## src/rtl/fg_fetch.sv

```systemverilog
// Foreground fetch: raster-order SRAM read requester with a credit-limited
// show-ahead response FIFO feeding the compositing pipeline.
//
// state | meaning
// IDLE  | waiting for frame_start
// FETCH | issuing pixel reads in raster order while credit allows
// DRAIN | all reads issued; waiting for the remaining responses
module fg_fetch #(
  parameter int X_RES      = 800,
  parameter int Y_RES      = 600,
  parameter int PRECISION  = 11,
  parameter int FIFO_DEPTH = 8
) (
  input  logic                        clk,
  input  logic                        rst,
  input  logic                        frame_start,
  input  logic                        hold,
  input  logic signed [PRECISION:0]   offset_x,
  input  logic signed [PRECISION:0]   offset_y,
  output logic                        request_active,
  output logic signed [PRECISION:0]   request_x,
  output logic signed [PRECISION:0]   request_y,
  input  logic [15:0]                 request_data,
  input  logic                        request_ready,
  output logic [15:0]                 pixel_out,
  output logic                        pixel_valid,
  input  logic                        pixel_pop,
  output logic                        frame_done,
  output logic                        overflow
);

  localparam int AW = $clog2(FIFO_DEPTH);
  localparam int CW = AW + 1;
  // Discards can pile up across back-to-back restarts, so give them headroom.
  localparam int DW = CW + 4;
  localparam logic [PRECISION-1:0] X_LAST = PRECISION'(X_RES - 1);
  localparam logic [PRECISION-1:0] Y_LAST = PRECISION'(Y_RES - 1);

  typedef enum logic [1:0] {IDLE, FETCH, DRAIN} state_t;

  state_t state, state_nxt;
  logic done_nxt;

  logic [PRECISION-1:0]      cnt_x, cnt_y;
  logic signed [PRECISION:0] off_x_q, off_y_q;
  logic [CW-1:0]             inflight, fifo_count;
  logic [DW-1:0]             discard;
  logic [15:0]               mem [FIFO_DEPTH];
  logic [AW-1:0]             rd_ptr, wr_ptr;
  logic issue, last_pix, fifo_full, pop_en, push_en, drop_ovf, rsp_live;

  assign fifo_full = (fifo_count == CW'(FIFO_DEPTH));
  assign last_pix  = (cnt_x == X_LAST) && (cnt_y == Y_LAST);
  assign issue     = (state == FETCH) && !frame_start && !hold &&
                     (({1'b0, fifo_count} + {1'b0, inflight}) < (CW + 1)'(FIFO_DEPTH));
  assign pop_en    = pixel_pop && (fifo_count != '0) && !frame_start;
  assign rsp_live  = request_ready && !frame_start && (discard == '0);
  // A same-cycle pop frees the slot, so a full FIFO can still accept.
  assign push_en   = rsp_live && (!fifo_full || pop_en);
  assign drop_ovf  = rsp_live && fifo_full && !pop_en;

  assign pixel_valid = (fifo_count != '0);
  assign pixel_out   = pixel_valid ? mem[rd_ptr] : 16'h0000;

  always_ff @(posedge clk or posedge rst) begin
    if (rst) state <= IDLE;
    else     state <= state_nxt;
  end

  always_comb begin
    state_nxt = state;
    done_nxt  = 1'b0;
    if (frame_start) begin
      state_nxt = FETCH;
    end else begin
      case (state)
        IDLE:  state_nxt = IDLE;
        FETCH: if (issue && last_pix) state_nxt = DRAIN;
        DRAIN: if (inflight == '0 && discard == '0) begin
                 state_nxt = IDLE;
                 done_nxt  = 1'b1;
               end
        default: state_nxt = IDLE;
      endcase
    end
  end

  always_ff @(posedge clk or posedge rst) begin
    if (rst) begin
      request_active <= 1'b0;
      request_x      <= '0;
      request_y      <= '0;
      frame_done     <= 1'b0;
      overflow       <= 1'b0;
      cnt_x          <= '0;
      cnt_y          <= '0;
      off_x_q        <= '0;
      off_y_q        <= '0;
      inflight       <= '0;
      discard        <= '0;
      fifo_count     <= '0;
      rd_ptr         <= '0;
      wr_ptr         <= '0;
    end else begin
      frame_done     <= done_nxt;
      request_active <= issue;
      if (drop_ovf) overflow <= 1'b1;

      if (frame_start) begin
        off_x_q    <= offset_x;
        off_y_q    <= offset_y;
        cnt_x      <= '0;
        cnt_y      <= '0;
        inflight   <= '0;
        fifo_count <= '0;
        rd_ptr     <= '0;
        wr_ptr     <= '0;
        // A response landing now belongs to the old outstanding set; drop it.
        discard    <= discard + DW'(inflight) -
                      DW'(request_ready && (discard != '0 || inflight != '0));
      end else begin
        if (issue) begin
          request_x <= $signed({1'b0, cnt_x}) - off_x_q;
          request_y <= $signed({1'b0, cnt_y}) - off_y_q;
          if (cnt_x == X_LAST) begin
            cnt_x <= '0;
            cnt_y <= cnt_y + 1'b1;
          end else begin
            cnt_x <= cnt_x + 1'b1;
          end
        end

        if (issue && !push_en)                        inflight <= inflight + 1'b1;
        else if (!issue && push_en && inflight != '0) inflight <= inflight - 1'b1;

        if (request_ready && discard != '0) discard <= discard - 1'b1;

        if (push_en) wr_ptr <= wr_ptr + 1'b1;
        if (pop_en)  rd_ptr <= rd_ptr + 1'b1;
        fifo_count <= fifo_count + CW'(push_en) - CW'(pop_en);
      end
    end
  end

  always_ff @(posedge clk) begin
    if (push_en) mem[wr_ptr] <= request_data;
  end

endmodule

```

## config.mk

```make
export PLATFORM = sky130hd
export DESIGN_NAME = fg_fetch
export DESIGN_NICKNAME = d
export VERILOG_FILES = /design/src/rtl/fg_fetch.sv
export SDC_FILE = /design/constraint.sdc
export NUM_CORES = 1
export LEC_CHECK = 0
export CAP_MARGIN = 20
export CORE_MARGIN = 5
export CORE_UTILIZATION = 46
export DETAILED_ROUTE_END_ITERATION = 7
export GPL_ROUTABILITY_DRIVEN = 0
export PLACE_DENSITY_LB_ADDON = 0.08
export SYNTH_ARGS = -nofsm -noshare
export SYNTH_HDL_FRONTEND = slang
export SYNTH_SLANG_ARGS = --single-unit
```

## constraint.sdc

```tcl
create_clock -name clk -period 10.08 [get_ports clk]
set_input_delay 1.512 -clock clk [delete_from_list [all_inputs] [get_ports clk]]
set_output_delay 1.512 -clock clk [all_outputs]
set_load 0.02 [all_outputs]
```

==> Yosys cells after proc, flatten, opt, wreduce, memory -nomap -nowiden <==
Memories as Yosys holds them, arrays and structs flattened.
Cells that the tools add are included.
{ "totals": {"regBits": 97, "ram_bits": 128, "input_bits": 46, "word_cells": 105, "mem_count": 1} }
{ "mem_list": {"columns": ["memory", "depth", "width", "rd", "rd_ports_with_merged_regs", "write_ports", "line", "text"], "rows": [
  ["mem", 8, 16, 1, 0, 1, "48", "logic [15:0] mem [FIFO_DEPTH];"]
]} }
{ "op_classes": {"n_addsub": 14, "order_cmp": 1, "n_eq_ne": 7, "mux": 26, "bitwise_logic": 1, "reduce_logical": 40} }
{ "op_table": {"columns": ["operator", "count"], "rows": [
  ["11-bit two-way mux", 6],
  ["12-bit subtractor", 2],
  ["11-bit by 1-bit adder with 11-bit output (second input constant)", 2],
  ["11-bit by 10-bit == test with 1-bit output (second input constant)", 2],
  ["1-bit logical AND", 18],
  ["16-bit two-way mux", 1],
  ["4-bit two-way mux", 4],
  ["8-bit two-way mux", 2],
  ["3-bit two-way mux", 4],
  ["2-bit nonzero test", 5],
  ["8-bit by 4-bit adder with 8-bit output", 1],
  ["8-bit logical NOT", 1],
  ["4-bit nonzero test", 2],
  ["8-bit nonzero test", 1],
  ["8-bit by 1-bit subtractor with 8-bit output", 1],
  ["8-bit by 1-bit subtractor with 8-bit output (second input constant)", 1],
  ["3-bit by 1-bit adder with 3-bit output (second input constant)", 2],
  ["1-bit logical NOT", 6],
  ["2-bit two-way mux", 3],
  ["2-bit AND reduction", 3],
  ["4-bit by 4-bit adder with 5-bit output", 1],
  ["5-bit by 4-bit less-than comparator with 1-bit output (second input constant)", 1],
  ["1-bit two-way mux", 5],
  ["4-bit by 1-bit adder with 4-bit output", 1],
  ["13 further kinds", 14]
]} }

==> Logic depth before layout (Yosys ltp) <==
Gate-level depths: netlist (run 1).
{ "logic_depth": {"depth_word": 10, "ltp_mapped": 16, "depth_no_buf": 16} }

==> Least setup slack after synthesis (run 1) <==
OpenSTA, ideal clock, no wires.
{ "synth_timing": {"path_kind": "input -> register", "start": "in frame_start", "end": "mem mem[4][0] (enable)", "setup_time_ns": 0.436, "arrival_time_ns": 4.060, "required_time_ns": 9.644, "path_slack_ns": 5.583, "cell_stages": 4, "n_path_buf": 1, "cell_sequence": "nor3b_1 -> o211ai_1 -> clkbuf_1 -> nor4b_1"} }
{ "synth_via": {"elab_chain_cells": 6} }
{ "synth_lines": {"columns": ["item", "line", "text"], "rows": [
  ["start: declaration", "16", "input logic frame_start,"],
  ["1-bit logical NOT (*)", "56, 57", null],
  ["1-bit logical AND (on tied branches)", "57, 56", null],
  ["1-bit logical AND / 1-bit logical OR (equally long branches)", "57, 59", null],
  ["1-bit logical AND (*)", "59", "assign push_en = rsp_live && (!fifo_full || pop_en);"],
  ["1-bit two-way mux (*)", "146", "if (push_en) mem[wr_ptr] <= request_data;"],
  ["1-bit two-way mux (not written as such) (*)", "146", null],
  ["end: declaration", "48", null]
]} }
Mark *: on every way between the ends. The rest lies on a longest branch, timed or not.

==> Final worst setup path (run 1) <==
{ "layout_timing": {"start": "reg rd_ptr[0]", "end": "out pixel_out[6]"} }
{ "layout_via": {"elab_chain_cells": 2} }
{ "layout_lines": {"columns": ["item", "line", "text"], "rows": [
  ["start: declaration", "49", "logic [AW-1:0] rd_ptr, wr_ptr;"],
  ["start signal: assignment", "139", "if (pop_en) rd_ptr <= rd_ptr + 1'b1;"],
  ["memory 8 x 16 bit", null, null],
  ["16-bit two-way mux", "63", "assign pixel_out = pixel_valid ? mem[rd_ptr] : 16'h0000;"],
  ["end: declaration", "25", "output logic [15:0] pixel_out,"]
]} }
No other way between the ends.

==> results of run 1 <==
==> cell usage in the layout (no fill, tap or decap), types with 4 or more instances in the layout <==
| master | netlist | layout |
|---|---|---|
| and3_1 | 6 | 6 |
| mux2i_1 | 25 | 25 |
| o21a_1 | 7 | 7 |
| xnor2_1 | 36 | 36 |
| edfxtp_1 | 128 | 128 |
| fa_1 | 5 | 5 |
| xor2_1 | 10 | 10 |
| nand4_1 | 13 | 13 |
| a31o_2 | 6 | 6 |
| o21ai_0 | 55 | 55 |
| nand2_1 | 62 | 62 |
| nor3_1 | 20 | 18 |
| nand3_1 | 20 | 20 |
| mux2_2 | 4 | 4 |
| clkbuf_1 | 27 | 8 |
| dfrtp_1 | 97 | 95 |
| a21oi_1 | 31 | 31 |
| clkbuf_8 | 0 | 5 |
| a21o_1 | 10 | 10 |
| o31a_1 | 4 | 4 |
| nor4_1 | 9 | 8 |
| o211ai_1 | 5 | 5 |
| mux4_2 | 32 | 32 |
| nor2_1 | 64 | 64 |
| buf_4 | 0 | 15 |
| nor2b_1 | 9 | 9 |
| clkbuf_16 | 0 | 25 |
| ha_1 | 54 | 54 |
| and2_1 | 7 | 7 |
| clkdlybuf4s50_1 | 0 | 88 |
| or3_1 | 7 | 7 |
| inv_1 | 69 | 68 |
==> per-layer routing <==
layer	wire length, µm	vias up	GRT usage, %
met5	24	-	0
met4	413	4	3.856
met3	996	33	2.945
met2	10470	130	27.28
met1	11160	3426	25.86
li1	-	3405	-
==> where the power goes <==
group	switching [W]	leakage (nW)	internal (W)
Sequential	0.0000777	2.38	0.00107
Combinational	0.000573	2.26	0.000518
Clock	0.000362	0.396	0.000523
Total	0.00101	5.04	0.00211
==> through the flow <==
step,cell area [µm²],hold WS (ns)
floorplan,11020,0.4849
global placement,12300,0.4578
detailed placement,12300,0.4658
CTS,13110,0.4866
global route,13140,0.5079
finish,13140,0.4805
==> state kept, by name (all words and copies together), names as in the netlist <==
register and count:
off_x_q 12, cnt_y 11, wr_ptr 3, discard 8
fifo_count 4, request_x 12, state 2, request_active 1
request_y 12, cnt_x 11, overflow 1, mem 128
inflight 4, frame_done 1, off_y_q 12, rd_ptr 3
==> worst min path at each step <==
stage          cells past startpoint          from  slack, ns           end
6_report                           1      overflow       0.48      overflow
5_1_grt                            2  request_x[1]       0.51  request_x[1]
4_1_cts                            1      overflow       0.49      overflow
3_5_place_dp                       1      overflow       0.47      overflow
3_3_place_gp                       1      overflow       0.46      overflow
2_1_floorplan                      1    off_x_q[0]       0.48    off_x_q[0]
==> layout make-up <==
type	instances	area [µm²]	area share (%)
clock buffer	38	724.4	5.514
multi-input combinational	553	4377	33.31
tap	319	399.1	3.038
clock inverter	8	81.33	0.6190
timing repair buffer	104	1021	7.771
inverter	69	261.5	1.990
sequential	225	6274	47.75
==> kinds of logic after synthesis <==
family          Yosys count  synth area share (%)
fa+ha+maj                59                 7.038
buf+inv                 108                 3.746
simple gates            248                 11.55
mux                      61                 9.218
compound gates          139                 7.901
flops                   225                 56.90
xor+xnor                 46                 3.655
==> results.json, run 1 <==
{
  "status": "completed",
  "synth_nets": 991,
  "yosysUniqueCellTypes": 60,
  "fin_crit_ns": 4.490,
  "overflow": 0,
  "fmax_mhz": 222.7,
  "stdcell_count": 1316,
  "fill_cells": 2019,
  "syn2layout_area_growth_pct": 19.20,
  "antennaDiodeCount": 0,
  "max_stage_delay_ns": 0.57,
  "syn_avg_cell_area_um2": 12.44,
  "yosysMostFrequentCell": "edfxtp_1",
  "crit_type": "flip-flop to primary output",
  "p_total_w": 0.003122,
  "synthFlopType": "edfxtp_1",
  "seq_area_frac_synth_pct": 56.90,
  "portBuffers": 89,
  "p_per_area_nw_per_um2": 237.7,
  "start_kind": "flip-flop",
  "row_count": 56,
  "rr_startpoint": "inflight[3]",
  "synthTopCellsByCount": "128 x edfxtp_1, 97 x dfrtp_1, 69 x inv_1",
  "drt_iter0_markers": 351,
  "grt_usage_pct": 17.45,
  "dp_slack_ns": 5.115,
  "relSlewSlack_pct": 42.73,
  "ys_ff_latch": 225,
  "vias": 6998,
  "setup_ws_ns": 5.590,
  "fin_skew_ns": 0.01096,
  "rrSetupSlack_ns": 6.24,
  "core_um2": 23540,
  "crit_path_max_fanout": 28,
  "async_reset_ff_share_pct": 43.11,
  "yosysTopAreaCell": "edfxtp_1",
  "synth_edf_count": 128,
  "syn_inst": 886,
  "yosys_warnings": 0,
  "insertion_delay_ns": 0.53,
  "peakVddDrop_mv": 0.2436,
  "vias_per_cell": 5.318,
  "end_kind": "primary output",
  "start_util_pct": 46.82,
  "die_height_um": 164.8,
  "p_leak_nw": 5.045,
  "maxCapViolCount": 0,
  "first_pass_iters": 5,
  "cts.clk_slew.worst_paths_ns": 0.06,
  "die_area_um2": 27160,
  "hold_path.class": "flip-flop to flip-flop",
  "grt_max_degree": 84,
  "fin_util_pct": 55.80,
  "dp.cells": 1269,
  "synth.cell_area_um2": 11020,
  "synth_area_leaders": "edfxtp_1 35%, dfrtp_1 22%, mux4_2 6.5%",
  "crit_buf_inv": 2,
  "path_delay_family": "buffers and inverters",
  "final_layout_size_suffix_gt1_share_pct": 11.23,
  "r2r_end": "inflight[3]",
  "postCtsSetupRepairBufs": 0,
  "wl_per_cell_um": 17.52,
  "cp-endpoint": "pixel_out[6]",
  "ant_nets": 0,
  "rsz0062_at_grt": "no",
  "synth_top_area_share_pct": 34.87,
  "cts.sinks": 225,
  "arrival_ns": 2.98,
  "place_hpwl_um": 14820,
  "crit_cells": 5,
  "rr_worst_depth": 13,
  "critPathRequiredTime_ns": 8.57,
  "hold_viol_final": 0,
  "fp.dieW_um": 164.8,
  "cts_tree": "yes",
  "ctsResizeCount": 0,
  "cp_slowest_cell": "mux4_2",
  "cts_hold_buf": 0,
  "startpoint": "rd_ptr[0]",
  "grt_pass1_vias": 6976,
  "final_net_count": 1083,
  "root_buffer": "clkbuf_16",
  "crit_chain": "buf_4 -> mux4_2 -> mux2i_1 -> nor2_1 -> clkdlybuf4s50_1",
  "setup_violations": 0,
  "period_share_pct": 44.54,
  "fin_setup_tns_ns": 0,
  "cts_buffer_depth": 3,
  "io_pins": 90,
  "cts_buffers": 25,
  "final_max_slew_viol_count": 0,
  "h-tree-depth": 1,
  "grt_antenna_before_repair": 2,
  "drc": 0,
  "grt_first_pass_wirelength_um": 37600,
  "worstMarginPinSlew_ns": 0.8590,
  "routed_wl_um": 23060
}
(Power assumes the default switching activity.)
==> run 2, diff against run 1 <==
clock period = 3.8 ns   (was 10.08 ns; I/O delays follow)
==> run 2 against run 1 <==
Count of clock-buffer cells in the layout decreased by 9. Clock skew increased by 0.0022 ns. Utilization rose by 0.48 points. Power rose to 2.7 times the previous value. Critical path type unchanged. Flip-flop and latch count is the same. Critical endpoint is now pixel_out[12]. Via count rose by 1.1%. Final cell count increased by 0.46%. First-iteration DRC count grew 17%. Global-route usage grew 0.097 points.
==> results.json, run 2 (synthesized netlist as in run 1, its figures left out) <==
{
  "cts_buffer_depth": 3,
  "portBuffers": 89,
  "final_layout_size_suffix_gt1_share_pct": 11.86,
  "final_cell_mix": "128 x edfxtp_1, 96 x dfrtp_1, 88 x clkdlybuf4s50_1",
  "largest-register": "mem",
  "period_share_pct": 89.27,
  "cts_hold_buf": 0,
  "fin_crit_ns": 3.392,
  "cts.sinks": 225,
  "register_area_um2": 6272,
  "hold_path_startpoint": "frame_start",
  "crit_path_max_fanout": 14,
  "grt_usage_pct": 17.55,
  "row_count": 56,
  "postCtsSetupRepairBufs": 0,
  "grt_antenna_before_repair": 2,
  "rr_worst_depth": 16,
  "p_per_area_nw_per_um2": 642.5,
  "timing.hold.ws_ns": 0.4464,
  "arrival_ns": 2.82,
  "maxCapViolCount": 0,
  "met2_usage_pct": 28.03,
  "worstMarginPinSlew_ns": 0.7870,
  "p_sw_share_pct": 31.65,
  "grt_use_met1_pct": 25.64,
  "p_leak_nw": 5.109,
  "cts_tree": "yes",
  "core_um2": 23540,
  "antennaDiodeCount": 0,
  "peakVddDrop_mv": 0.5673,
  "fp.dieW_um": 164.8,
  "die_height_um": 164.8,
  "p_comb_share_pct": 34.5,
  "overflow": 0,
  "switchingPower_w": 0.002695,
  "root_buffer": "clkbuf_16",
  "dp.cells": 1277,
  "largest_reg_flops": 128,
  "cts.clk_slew.worst_paths_ns": 0.06,
  "fin_util_pct": 56.29,
  "vias": 7075,
  "setup_violations": 0,
  "multi_input_comb_area_um2": 4377,
  "stdcell_count": 1322,
  "fin_skew_ns": 0.01316,
  "drc": 0,
  "cts_buffers": 25,
  "pwr-share-clk_pct": 29.9,
  "hold-path-endpoint": "rd_ptr[2]",
  "r2r_end": "discard[6]",
  "end_kind": "primary output",
  "io_pins": 90,
  "final_max_slew_viol_count": 0,
  "fmax_mhz": 294.8,
  "status": "completed",
  "h-tree-depth": 1,
  "place_hpwl_um": 15480,
  "routed_wl_um": 23250,
  "grt_pass1_vias": 7188,
  "rrSetupSlack_ns": 0.68,
  "vias_per_cell": 5.352,
  "rsz0062_at_grt": "no",
  "drt_iter0_markers": 409,
  "wl_per_cell_um": 17.59,
  "insertion_delay_ns": 0.53,
  "intPower_w": 0.005819,
  "hold_depth": 2,
  "first_pass_iters": 5,
  "syn2layout_area_growth_pct": 20.23,
  "final_net_count": 1090,
  "grt_first_pass_wirelength_um": 38040,
  "rr_startpoint": "discard[5]",
  "layout_commonest_cell": "edfxtp_1",
  "seqPwrFrac_pct": 35.6,
  "hold_viol_final": 0,
  "start_util_pct": 46.82,
  "ant_nets": 0,
  "grtUsageMet3_pct": 3.070,
  "hold_path.class": "input pin to flip-flop",
  "start_kind": "flip-flop",
  "fill_cells": 2032,
  "grt-busiest-layer": "met2",
  "crit_type": "flip-flop to primary output",
  "fin_setup_tns_ns": 0,
  "die_area_um2": 27160,
  "critPathRequiredTime_ns": 3.23,
  "relSlewSlack_pct": 47.53,
  "ctsResizeCount": 0,
  "grt_max_degree": 69
}
run 2: power groups by stage:
stage	logic [W]	clock network, W	registers (W)
after global routing	0.00329	0.00270	0.00307
after floorplan	0.00190	0	0.00316
after CTS	0.00299	0.00260	0.00304
final	0.00294	0.00254	0.00303
after detailed placement	0.00297	0	0.00308
after global placement	0.00295	0	0.00308
run 2: metrics by stage:
stage | instance area, µm² | worst slack (ns) | power [W]
finish | 13250 | 0.4079 | 0.008514
global route | 13250 | 0.2049 | 0.009062
floorplan | 11020 | 0.2178 | 0.005063
detailed placement | 12380 | 0.5425 | 0.006057
CTS | 13250 | 0.3360 | 0.008629
global placement | 12380 | 0.6016 | 0.006025
run 2: worst max-delay path by stage:
stage	from	to	slack (ns)	cells after the start
final	rd_ptr[0]	pixel_out[12]	0.41	5
after global routing	rd_ptr[0]	pixel_out[12]	0.20	5
after CTS	rd_ptr[0]	pixel_out[9]	0.34	5
after global placement	pixel_pop	inflight[3]	0.60	11
after detailed placement	pixel_pop	inflight[3]	0.54	11
after floorplan	discard[4]	mem[4][0]	0.22	6
run 2: cell type report:
type                            count  area share [%]
Clock buffer                       29           4.985
Clock inverter                     16           1.624
Inverter                           69           1.973
Multi-Input combinational cell    553           33.03
Sequential cell                   225           47.33
Tap cell                          319           3.012
Timing Repair Buffer              111           8.045
run 2: metal layers:
| metal | vias to the layer above | routed length [µm] |
|---|---|---|
| li1 | 3423 | - |
| met5 | - | 33 |
| met2 | 131 | 10550 |
| met4 | 4 | 400 |
| met3 | 31 | 1201 |
| met1 | 3486 | 11060 |
run 2: worst max-delay path, stage by stage, from the launching register on:
cell	delay [ns]
dfrtp_2	0.66
buf_4	0.30
mux4_2	0.52
mux2i_1	0.14
nor2_1	0.10
clkdlybuf4s50_1	0.57
==> run 3, diff against run 2 <==
CTS_BUF_LIST = sky130_fd_sc_hd__clkbuf_8   (was not set)
==> run 3 against run 2 <==
Setup slack gained 0.0097 ns. Clock power shrank 19%. Power shrank 5.6%. Final area shrank 1.0%. Largest power group unchanged. Global-route usage grew 0.36 points. First-iteration DRC count grew 19%. Non-clock buffer count is the same. Critical path type unchanged. Largest cell class unchanged. Flip-flop and latch count is the same.
==> results.json, run 3 (synthesized netlist as in run 1, its figures left out) <==
{
  "status": "completed",
  "seqPwrFrac_pct": 37.7,
  "start_kind": "flip-flop",
  "insertion_delay_ns": 0.53,
  "rsz0062_at_grt": "no",
  "vias": 7153,
  "p_leak_nw": 5.114,
  "period_share_pct": 89.01,
  "dp_slack_ns": 0.5425,
  "cp_slowest_cell": "dfrtp_2",
  "max_stage_delay_ns": 0.66,
  "place_area_um2": 12380,
  "end_kind": "primary output",
  "cts.clk_slew.worst_paths_ns": 0.06,
  "rrSetupSlack_ns": 0.68,
  "p_comb_share_pct": 36.6,
  "grt-busiest-layer": "met2",
  "fin_setup_tns_ns": 0,
  "maxCapViolCount": 0,
  "hold_viol_final": 0,
  "row_count": 56,
  "final_layout_size_suffix_gt1_share_pct": 12.93,
  "intPower_w": 0.005346,
  "worstMarginPinSlew_ns": 0.7977,
  "hold-path-endpoint": "rd_ptr[2]",
  "grt_first_pass_wirelength_um": 38520,
  "ctsResizeCount": 0,
  "cts_tree": "yes",
  "layout_commonest_cell": "edfxtp_1",
  "fmax_mhz": 295.6,
  "final_max_slew_viol_count": 0,
  "pwr-share-clk_pct": 25.7,
  "antennaDiodeCount": 0,
  "p_per_area_nw_per_um2": 612.8,
  "vias_per_cell": 5.306,
  "portBuffers": 89,
  "setup_ws_ns": 0.4176,
  "fill_cells": 2063,
  "cts_buffer_depth": 3,
  "drt_iter0_markers": 487,
  "rr_worst_depth": 16,
  "peakVddDrop_mv": 0.4786,
  "grt_use_met1_pct": 25.55,
  "grt_antenna_before_repair": 2,
  "largest-register": "mem",
  "cts_buffers": 39,
  "largest_reg_flops": 128,
  "critPathRequiredTime_ns": 3.23,
  "hold_path.class": "input pin to flip-flop",
  "grt_max_degree": 69,
  "r2r_end": "discard[6]",
  "postCtsSetupRepairBufs": 0,
  "grtUsageMet3_pct": 4.392,
  "syn2layout_area_growth_pct": 18.99,
  "grt_usage_pct": 17.91,
  "p_sw_share_pct": 33.48,
  "io_pins": 90,
  "place_hpwl_um": 15480,
  "rr_startpoint": "discard[4]",
  "core_um2": 23540,
  "cts.sinks": 225,
  "hold_path_startpoint": "frame_start",
  "root_buffer": "clkbuf_8",
  "ant_nets": 0,
  "met2_usage_pct": 28.16,
  "crit_type": "flip-flop to primary output",
  "first_pass_iters": 5,
  "die_height_um": 164.8,
  "cts_hold_buf": 0,
  "overflow": 0,
  "final_net_count": 1104,
  "hold_depth": 2,
  "crit_path_max_fanout": 14,
  "fin_skew_ns": 0.01722,
  "wl_per_cell_um": 17.36,
  "setup_violations": 0,
  "drc": 0,
  "fin_crit_ns": 3.382,
  "routed_wl_um": 23400,
  "relSlewSlack_pct": 46.82,
  "design_area_um2": 13120,
  "h-tree-depth": 2,
  "arrival_ns": 2.81,
  "die_area_um2": 27160,
  "final_cell_mix": "128 x edfxtp_1, 96 x dfrtp_1, 88 x clkdlybuf4s50_1",
  "start_util_pct": 46.82,
  "crit_chain": "buf_4 -> mux4_2 -> mux2i_1 -> nor2_1 -> clkdlybuf4s50_1",
  "grt_pass1_vias": 7334,
  "fp.dieW_um": 164.8,
  "switchingPower_w": 0.002691
}
-- run 3: cell types whose count changed in the layout (fill, tap and decap cells not counted), sizes merged --
cell,delta
clkinvlp,+2
inv,+15
clkbuf,+14
clkinv,-1
bufinv,-4
-- run 3: final cells by class --
class                   instances  area, µm²  share of cell area, %
clock buffers                  43      591.8                  4.512
clock inverters                28      147.6                  1.126
inverters                      69      261.5                  1.994
multi-input cells             553       4377                  33.37
flip-flops and latches        225       6272                  47.82
well taps                     319      399.1                  3.043
repair buffers                111       1066                  8.128
-- run 3: worst max path at each step --
stage                     from             to  slack [ns]
detailed placement   pixel_pop    inflight[3]        0.54
floorplan           discard[4]      mem[4][0]        0.22
global route         rd_ptr[0]  pixel_out[12]        0.20
CTS                  rd_ptr[0]   pixel_out[9]        0.33
finish               rd_ptr[0]  pixel_out[12]        0.42
global placement     pixel_pop    inflight[3]        0.60
-- run 3: power by group through the flow --
stage / clock, W / sequential [W] / combinational (W)
global route: 0.00227 / 0.00307 / 0.00329
floorplan: 0 / 0.00316 / 0.00190
global placement: 0 / 0.00308 / 0.00295
CTS: 0.00214 / 0.00304 / 0.00299
finish: 0.00207 / 0.00303 / 0.00294
detailed placement: 0 / 0.00308 / 0.00297
-- run 3: metrics by stage --
step	power, W	instances	hold slack [ns]	utilization (%)
detailed placement	0.006057	1277	0.4730	52.57
CTS	0.008165	1348	0.4052	55.71
global route	0.008635	1348	0.4190	55.71
floorplan	0.005063	886	0.4849	-
global placement	0.006025	1277	0.4627	52.57
finish	0.008037	1348	0.4409	55.71
-- run 3: worst max-delay path: cells and delay by family, from the launching register on --
kind,cells,cell delay (ns)
DFF,1,0.66
and+or+nand+nor,1,0.10
buffers and inverters,2,0.87
muxes,2,0.66
-- run 3: routing by layer --
layer	share of wire [%]	vias to the layer above	routed length [µm]
met3	5.8	38	1356
met1	47	3503	10980
met5	0.12	-	27
li1	-	3450	-
met2	46	158	10710
met4	1.4	4	327
